### src/rtl/fp_div_iter.sv
// Iterative IEEE-754 divider: restoring recurrence retiring QPC quotient bits per cycle,
// with subnormal operands and results, RISC-V rounding modes and fflags.
module fp_div_iter #(
   parameter int EXP_W = 8,
   parameter int MAN_W = 23,
   parameter int QPC   = 1
) (
   input  logic                 in_Clk,
   input  logic                 in_Rst_N,
   input  logic                 in_start,
   input  logic                 in_kill,
   input  logic [2:0]           in_rm,
   input  logic [EXP_W+MAN_W:0] in_numA,
   input  logic [EXP_W+MAN_W:0] in_numB,
   output logic                 out_stall,
   output logic                 out_valid,
   output logic [EXP_W+MAN_W:0] out_result,
   output logic [4:0]           out_flags
);
   // state | meaning
   // IDLE  | waiting for in_start
   // PREP  | unpack, normalise subnormals, detect special operands
   // ITER  | restoring recurrence, QPC quotient bits per cycle
   // ROUND | normalise, denormalise, round, register result and flags

   localparam int W       = 1 + EXP_W + MAN_W;
   localparam int Q_W     = MAN_W + 3;
   localparam int ITERS   = (Q_W + QPC - 1) / QPC;
   localparam int QT_W    = ITERS * QPC;
   localparam int XW      = EXP_W + 3;
   localparam int R_W     = MAN_W + 3;
   localparam int LZ_W    = $clog2(MAN_W + 2);
   localparam int CNT_W   = $clog2(ITERS + 1);
   localparam int BIAS    = (1 << (EXP_W - 1)) - 1;
   localparam int EXP_MAX = (1 << EXP_W) - 1;
   localparam logic [2:0] RM_RTZ = 3'b001;
   localparam logic [2:0] RM_RDN = 3'b010;
   localparam logic [2:0] RM_RUP = 3'b011;
   localparam logic [2:0] RM_RMM = 3'b100;
   localparam logic [W-1:0] QNAN = {1'b0, {EXP_W{1'b1}}, 1'b1, {(MAN_W-1){1'b0}}};

   function automatic logic [LZ_W-1:0] lzc_f(input logic [MAN_W:0] m);
      lzc_f = '0;
      for (int i = 0; i <= MAN_W; i++)
         if (m[i]) lzc_f = LZ_W'(MAN_W - i);
   endfunction

   function automatic logic rnd_inc_f(input logic [2:0] rm, input logic s, input logic lsb,
                                      input logic g, input logic rs);
      case (rm)
         RM_RTZ:  rnd_inc_f = 1'b0;
         RM_RDN:  rnd_inc_f = s & (g | rs);
         RM_RUP:  rnd_inc_f = ~s & (g | rs);
         RM_RMM:  rnd_inc_f = g;
         default: rnd_inc_f = g & (rs | lsb);
      endcase
   endfunction

   typedef enum logic [1:0] {S_IDLE, S_PREP, S_ITER, S_ROUND} state_t;

   state_t               state_q, state_d;
   logic [W-1:0]         a_q, a_d, b_q, b_d;
   logic [2:0]           rm_q, rm_d;
   logic                 sign_q, sign_d;
   logic signed [XW-1:0] exp_q, exp_d;
   logic [R_W-1:0]       rem_q, rem_d;
   logic [MAN_W:0]       div_q, div_d;
   logic [QT_W-1:0]      quo_q, quo_d;
   logic [CNT_W-1:0]     cnt_q, cnt_d;
   logic                 spec_q, spec_d;
   logic [W-1:0]         spec_res_q, spec_res_d;
   logic [4:0]           spec_fl_q, spec_fl_d;
   logic [W-1:0]         result_q, result_d;
   logic [4:0]           flags_q, flags_d;
   logic                 valid_q, valid_d;

   logic [EXP_W-1:0]     ea_raw, eb_raw;
   logic [MAN_W-1:0]     fa, fb;
   logic [MAN_W:0]       ma, mb, ma_n, mb_n;
   logic [LZ_W-1:0]      lz_a, lz_b;
   logic signed [XW-1:0] ea, eb;
   logic a_zero, b_zero, a_inf, b_inf, a_nan, b_nan, a_snan, b_snan, sgn;

   assign ea_raw = a_q[W-2 -: EXP_W];
   assign eb_raw = b_q[W-2 -: EXP_W];
   assign fa     = a_q[MAN_W-1:0];
   assign fb     = b_q[MAN_W-1:0];
   assign sgn    = a_q[W-1] ^ b_q[W-1];
   assign a_zero = (ea_raw == '0) && (fa == '0);
   assign b_zero = (eb_raw == '0) && (fb == '0);
   assign a_inf  = (&ea_raw) && (fa == '0);
   assign b_inf  = (&eb_raw) && (fb == '0);
   assign a_nan  = (&ea_raw) && (fa != '0);
   assign b_nan  = (&eb_raw) && (fb != '0);
   assign a_snan = a_nan & ~fa[MAN_W-1];
   assign b_snan = b_nan & ~fb[MAN_W-1];
   assign ma     = {|ea_raw, fa};
   assign mb     = {|eb_raw, fb};
   assign lz_a   = lzc_f(ma);
   assign lz_b   = lzc_f(mb);
   assign ma_n   = ma << lz_a;
   assign mb_n   = mb << lz_b;
   // Subnormals get exponent 1 minus the shift that normalised them
   assign ea     = (ea_raw == '0) ? XW'(1) - XW'(lz_a) : XW'(ea_raw);
   assign eb     = (eb_raw == '0) ? XW'(1) - XW'(lz_b) : XW'(eb_raw);

   logic         special;
   logic [W-1:0] spec_res;
   logic [4:0]   spec_fl;

   always_comb begin
      special  = a_nan | b_nan | a_inf | b_inf | a_zero | b_zero;
      spec_res = {sgn, {(W-1){1'b0}}};
      spec_fl  = '0;
      if (a_nan | b_nan) begin
         spec_res = QNAN;
         spec_fl  = {a_snan | b_snan, 4'b0000};
      end else if ((a_zero & b_zero) | (a_inf & b_inf)) begin
         spec_res = QNAN;
         spec_fl  = 5'b10000;
      end else if (a_inf) begin
         spec_res = {sgn, {EXP_W{1'b1}}, {MAN_W{1'b0}}};
      end else if (b_zero) begin
         spec_res = {sgn, {EXP_W{1'b1}}, {MAN_W{1'b0}}};
         spec_fl  = 5'b01000;
      end
   end

   logic [R_W-1:0]  rem_it;
   logic [QT_W-1:0] quo_it;

   always_comb begin
      rem_it = rem_q;
      quo_it = quo_q;
      for (int k = 0; k < QPC; k++) begin
         if (rem_it >= R_W'(div_q)) begin
            rem_it = rem_it - R_W'(div_q);
            quo_it = {quo_it[QT_W-2:0], 1'b1};
         end else begin
            quo_it = {quo_it[QT_W-2:0], 1'b0};
         end
         rem_it = rem_it << 1;
      end
   end

   logic [Q_W-1:0]       q_top, ext;
   logic [MAN_W:0]       sig;
   logic                 surplus, sticky0, sticky, g_b, r_b, rs, inexact, inc, inc_n;
   logic                 tiny, ovf, to_inf;
   logic signed [XW-1:0] exp_r, sh;
   logic [EXP_W-1:0]     e_field;
   logic [W-1:0]         sum, rnd_res;
   logic [4:0]           rnd_fl;

   always_comb begin
      q_top   = quo_q[QT_W-1 -: Q_W];
      surplus = 1'b0;
      for (int i = 0; i < QT_W - Q_W; i++) surplus = surplus | quo_q[i];
      sticky0 = (|rem_q) | surplus;
      // A quotient below 1 has one fewer bit of precision; the missing round bit
      // is implied by a nonzero remainder, so guard plus sticky still rounds exactly
      if (q_top[Q_W-1]) begin
         sig   = q_top[Q_W-1:2];
         g_b   = q_top[1];
         r_b   = q_top[0];
         exp_r = exp_q;
      end else begin
         sig   = q_top[Q_W-2:1];
         g_b   = q_top[0];
         r_b   = 1'b0;
         exp_r = exp_q - XW'(1);
      end
      inc_n   = rnd_inc_f(rm_q, sign_q, sig[0], g_b, r_b | sticky0);
      tiny    = (int'(exp_r) < 0) || ((int'(exp_r) == 0) && !((&sig) && inc_n));
      ext     = {sig, g_b, r_b};
      sticky  = sticky0;
      e_field = exp_r[EXP_W-1:0];
      sh      = '0;
      if (int'(exp_r) <= 0) begin
         sh = XW'(1) - exp_r;
         for (int i = 0; i < Q_W; i++)
            if (XW'(i) < sh) sticky = sticky | ext[i];
         ext     = ext >> sh;
         e_field = '0;
      end
      rs      = ext[0] | sticky;
      inexact = ext[1] | rs;
      inc     = rnd_inc_f(rm_q, sign_q, ext[2], ext[1], rs);
      // A carry out of the fraction bumps the exponent, including subnormal to normal
      sum     = {1'b0, e_field, ext[Q_W-2:2]} + W'(inc);
      ovf     = (int'(exp_r) >= EXP_MAX) || (&sum[W-2 -: EXP_W]) || sum[W-1];
      case (rm_q)
         RM_RTZ:  to_inf = 1'b0;
         RM_RDN:  to_inf = sign_q;
         RM_RUP:  to_inf = ~sign_q;
         default: to_inf = 1'b1;
      endcase
      if (ovf) begin
         rnd_res = to_inf ? {sign_q, {EXP_W{1'b1}}, {MAN_W{1'b0}}}
                          : {sign_q, {(EXP_W-1){1'b1}}, 1'b0, {MAN_W{1'b1}}};
         rnd_fl  = 5'b00101;
      end else begin
         rnd_res = {sign_q, sum[W-2:0]};
         rnd_fl  = {3'b000, tiny & inexact & (int'(exp_r) <= 0), inexact};
      end
   end

   always_comb begin
      state_d    = state_q;
      a_d        = a_q;
      b_d        = b_q;
      rm_d       = rm_q;
      sign_d     = sign_q;
      exp_d      = exp_q;
      rem_d      = rem_q;
      div_d      = div_q;
      quo_d      = quo_q;
      cnt_d      = cnt_q;
      spec_d     = spec_q;
      spec_res_d = spec_res_q;
      spec_fl_d  = spec_fl_q;
      result_d   = result_q;
      flags_d    = flags_q;
      valid_d    = 1'b0;
      case (state_q)
         S_IDLE: begin
            if (in_start && !in_kill) begin
               a_d     = in_numA;
               b_d     = in_numB;
               rm_d    = in_rm;
               state_d = S_PREP;
            end
         end
         S_PREP: begin
            sign_d     = sgn;
            exp_d      = ea - eb + XW'(BIAS);
            rem_d      = R_W'(ma_n);
            div_d      = mb_n;
            quo_d      = '0;
            cnt_d      = '0;
            spec_d     = special;
            spec_res_d = spec_res;
            spec_fl_d  = spec_fl;
            state_d    = special ? S_ROUND : S_ITER;
         end
         S_ITER: begin
            rem_d = rem_it;
            quo_d = quo_it;
            cnt_d = cnt_q + CNT_W'(1);
            if (cnt_q == CNT_W'(ITERS - 1)) state_d = S_ROUND;
         end
         S_ROUND: begin
            result_d = spec_q ? spec_res_q : rnd_res;
            flags_d  = spec_q ? spec_fl_q : rnd_fl;
            valid_d  = 1'b1;
            state_d  = S_IDLE;
         end
         default: state_d = S_IDLE;
      endcase
      if (in_kill && (state_q != S_IDLE)) begin
         state_d  = S_IDLE;
         valid_d  = 1'b0;
         result_d = result_q;
         flags_d  = flags_q;
      end
   end

   always_ff @(posedge in_Clk) begin
      if (!in_Rst_N) begin
         state_q    <= S_IDLE;
         a_q        <= '0;
         b_q        <= '0;
         rm_q       <= '0;
         sign_q     <= 1'b0;
         exp_q      <= '0;
         rem_q      <= '0;
         div_q      <= '0;
         quo_q      <= '0;
         cnt_q      <= '0;
         spec_q     <= 1'b0;
         spec_res_q <= '0;
         spec_fl_q  <= '0;
         result_q   <= '0;
         flags_q    <= '0;
         valid_q    <= 1'b0;
      end else begin
         state_q    <= state_d;
         a_q        <= a_d;
         b_q        <= b_d;
         rm_q       <= rm_d;
         sign_q     <= sign_d;
         exp_q      <= exp_d;
         rem_q      <= rem_d;
         div_q      <= div_d;
         quo_q      <= quo_d;
         cnt_q      <= cnt_d;
         spec_q     <= spec_d;
         spec_res_q <= spec_res_d;
         spec_fl_q  <= spec_fl_d;
         result_q   <= result_d;
         flags_q    <= flags_d;
         valid_q    <= valid_d;
      end
   end

   assign out_stall  = (state_q != S_IDLE);
   assign out_valid  = valid_q;
   assign out_result = result_q;
   assign out_flags  = flags_q;

endmodule
### config.mk
export PLATFORM = sky130hd
export DESIGN_NAME = fp_div_iter
export DESIGN_NICKNAME = d
export VERILOG_FILES = /design/src/rtl/fp_div_iter.sv
export SDC_FILE = /design/constraint.sdc
export NUM_CORES = 1
export LEC_CHECK = 0
export CAP_MARGIN = 30
export CORE_ASPECT_RATIO = 1.2
export CORE_MARGIN = 1
export CORE_UTILIZATION = 60
export DETAILED_ROUTE_END_ITERATION = 12
export PLACE_DENSITY_LB_ADDON = 0.3
export SYNTH_ARGS = -nofsm -noshare
export SYNTH_HDL_FRONTEND = slang
export SYNTH_SLANG_ARGS = --single-unit
### constraint.sdc
create_clock -name in_Clk -period 10.9 [get_ports in_Clk]
set_clock_uncertainty 0.1 [all_clocks]
set_input_delay 2.18 -clock in_Clk [delete_from_list [all_inputs] [get_ports in_Clk]]
set_output_delay 2.18 -clock in_Clk [all_outputs]
set_load 0.02 [all_outputs]
==> summary.md <==
| Metric | Value |
|---|---|
| Worst Hold Path Cells | `2` |
| Cell mode on critical path | `ha_1` |
| R2r setup slk | `1.59 ns` |
| Unique masters post-synth | `97` |
| Slew of the pin with the lowest slew margin | `around 1.1 ns` |
| R2r worst-path depth | `32` |
| Post-synthesis compound-gate area fraction | `between 20% and 30%` |
| Peak supply drop | `just over 0.0002 V` |
| Top FF cell, synth | `dfxtp_1` |
| PwrDens | `339 nW/um^2` |
| H-tree depth reported by CTS | `1` |
| Fillers | `approximately 2,300` |
| Max Slew Vio Count | `0` |
| Internal cell power | `0.00292 W` |
| HP Class | `reg -> reg` |
| Max_cap viols | `0` |
| CP max FO | `20` |
| CTS Buf Count | `23` |
| GRT Util Overall | `a little under two fifths` |
| CTS Buffer Depth | `3` |
| Cts hold-fix bufs | `0` |
| CP Launch Type | `flop` |
| Routed vias/inst | `around 6.6` |
| Net count, final | `2,352` |
| Vias in the first global route | `around 16,000` |
| Row count | `between 60 and 70` |
| Synth area leader | `dfxtp_1` |
| Max Fclk | `107 MHz` |
| Post-DRT Antenna Nets | `0` |
| Fin. Hold Viols | `0` |
| Clock transition at path regs | `around 0.06 ns` |
| Total leakage power | `between 6 and 7 nW` |
| Logic pwr share | `71.9%` |
| Final Worst Setup Slack | `1.59 ns` |
| Most common cell after layout, fill and taps aside | `nand2_1` |
| Synth-to-layout area growth | `12.3%` |
| I/O pin count | `110` |
| Ys async rst share | `0%` |
| Sequential power share | `roughly 16%` |
| Gate Count Post-Synth | `between 2,000 and 2,500` |
| GPL Wtd Cong | `between 0.9 and 1` |
| Post-synthesis sequential element count | `around 210` |
| Largest family of logic cells by synthesized area | `compound AO/OA/AOI/OAI gates` |
| Syn avg cell area | `between 7 and 8 um^2` |
| Initial Util | `slightly above 60%` |
| Share of the synthesized area in the top cell type | `25.0%` |
| Port bufs | `between 100 and 150` |
| Yosys warns | `0` |
| Die X | `153 um` |
| Final setup fails | `0` |
| Seq/Total Area, Yosys | `between 20% and 30%` |
| Crit path buf inv count | `3` |
| Worst endpoint data arrival time | `between 9 and 10 ns` |
| Clk Latency, worst-skew pair | `between 0.5 and 0.6 ns` |
| WL/cell | `about 21 um` |
| Top cells by area, synth | `dfxtp_1 25%, mux2i_1 9.4%, nand2_1 6.8%` |
| Hold path endpoint | `out_flags[3]$_SDFFE_PN0P_` |
| Setup CP Type | `reg -> reg` |
| Gr ovfl total | `0` |
| Worst r2r src | `exp_q[0]$_SDFFE_PN0P_` |
| Cell Area, Synth | `between 15,000 and 20,000 um^2` |
| Post-synthesis simple-gate area fraction | `between 20% and 30%` |
| Crit share post-route | `~85%` |
| Setup TNS | `0 ns` |
| CTS Root Cell | `clkbuf_16` |
| DRC | `0` |
| Adder-cell share of the synthesized area | `approximately 4.6%` |
| Top delay family on crit path | `simple AND/OR/NAND/NOR gates` |
| Switch share | `53.4%` |
| R2R Path End | `out_result[16]$_SDFFE_PN0P_` |
| Syn nets | `2,332` |
| Hold wc startpoint | `out_flags[3]$_SDFFE_PN0P_` |
| First-pass GRT wire length | `between 80 and 90 mm` |
| WP data required | `11.13 ns` |
| N_diodes | `0` |
| Final worst path period need | `around 9.3 ns` |
| Crit end category | `flop` |
| Post-CTS sizing | `0` |
| Routed WL | `~54 mm` |
| Die area | `between 20,000 and 30,000 um^2` |
| Critical Path Max Stage Delay | `0.79 ns` |
| Clock sink total | `between 200 and 250` |
| Via count | `16,900` |
| CTS tree | `done` |
| Layout cells sized above 1 | `under 10%` |
| RSZ-0062 raised after global routing | `false` |
| Initial antenna violation count | `0` |
| Xor-xnor portion of the synthesized cell area | `approximately 3.9%` |
| Switching power | `roughly 0.0034 W` |
| Status | `finished clean` |
| Most frequent cells in the layout | `300 x nand2_1, 224 x a21oi_1, 205 x dfxtp_1` |
| EDFF count, synth | `0` |
| Dpl ws | `between 1.5 and 2 ns` |
| Post-CTS Setup Inserts | `0` |
| Die Y | `184 um` |
| Core area | `between 20,000 and 30,000 um^2` |
| Slew Limit Headroom | `around 26%` |
| Largest net degree at the start of global routing | `95` |
| Levels on crit path | `32` |
| Multiplexer share of the synthesized area | `roughly an eighth` |
| Final HPWL DP | `~40 mm` |
| Detailed Routing Iterations Pass 1 | `6` |
| Crit-path slowest cell | `or4_1` |
| Clock Power Share | `roughly an eighth` |
| 1st-iter DRT viols | `roughly 1,200` |
## power by group through the flow
stage	clock [W]	combinational, W	sequential [W]
5_1_grt	0.000811	0.00485	0.00100
2_1_floorplan	0	0.00327	0.000942
3_5_place_dp	0	0.00438	0.000999
4_1_cts	0.000783	0.00441	0.000983
3_3_place_gp	0	0.00433	0.000992
6_report	0.000776	0.00451	0.000987
## sequential cells by signal, summed over array words and instances (netlist names)
signal / flops
spec_fl_q: 2
q_top: 26
sign_q: 1
spec_q: 1
spec_res_q: 3
exp_q: 11
state_q: 2
div_q: 24
rm_q: 3
rem_q: 26
b_q: 32
a_q: 32
cnt_q: 5
out_result: 32
out_flags: 5
out_valid: 1
## cell usage after synthesis, types with 39 or more instances
master	instances
a21oi_1	224
clkbuf_1	111
dfxtp_1	206
ha_1	57
inv_1	69
mux2_2	48
mux2i_1	155
nand2_1	300
nand2b_1	47
nand3_1	73
nor2_1	170
nor3_1	57
o21ai_0	129
xnor2_1	39
## worst max-delay path by stage
| stage | startpoint | to | slack (ns) |
|---|---|---|---|
| 2_1_floorplan | exp_q[0]$_SDFFE_PN0P_ | out_result[10]$_SDFFE_PN0P_ | 2.29 |
| 3_3_place_gp | exp_q[0]$_SDFFE_PN0P_ | out_result[1]$_SDFFE_PN0P_ | 2.18 |
| 3_5_place_dp | exp_q[0]$_SDFFE_PN0P_ | out_result[16]$_SDFFE_PN0P_ | 1.76 |
| 4_1_cts | exp_q[0]$_SDFFE_PN0P_ | out_result[16]$_SDFFE_PN0P_ | 1.76 |
| 5_1_grt | exp_q[0]$_SDFFE_PN0P_ | out_result[16]$_SDFFE_PN0P_ | 1.06 |
| 6_report | exp_q[0]$_SDFFE_PN0P_ | out_result[16]$_SDFFE_PN0P_ | 1.59 |
## routing by layer
metal  vias to the layer above  share of wire, %  global-route usage (%)
li1                       8088                 -                       -
met1                      7934                38                    42.0
met2                       672                49                    66.5
met3                       200               5.1                    3.47
met4                         0               7.5                    26.5
met5                         -                 0                       0
## metrics by stage
step	cell area [um^2]	util [%]	total power [W]	cells	hold slack, ns
3_5_place_dp	17700	65.6	0.00538	2536	0.349
6_report	18500	68.5	0.00628	2579	0.355
3_3_place_gp	17700	65.5	0.00532	2535	0.342
5_1_grt	18500	68.5	0.00666	2579	0.364
4_1_cts	18500	68.4	0.00617	2578	0.358
2_1_floorplan	16500	-	0.00422	2202	0.325
## kinds of logic (layout without fill, tap and decap cells)
kind of cell,after synthesis,in the layout
buffers and inverters,221,258
flip-flops,206,206
AO/OA/AOI/OAI,621,621
adder cells (fa/ha/maj),59,59
XOR/XNOR,69,69
AND/OR/NAND/NOR,820,820
multiplexers,206,206
## layout make-up
class,count,area (um^2),area share (%)
Sequential cell,206,4130,22.3
Clock buffer,29,648,3.50
Tap cell,340,425,2.30
Inverter,75,284,1.54
Multi-Input combinational cell,1775,11500,62.4
Timing Repair Buffer,141,1350,7.30
Clock inverter,13,111,0.602
## tightest hold or removal path, stage by stage, from the launching register on
cell and delay [ns]:
dfxtp_1 0.31, nand2_1 0.05, a21oi_1 0.05
(Power assumes the default switching activity.)
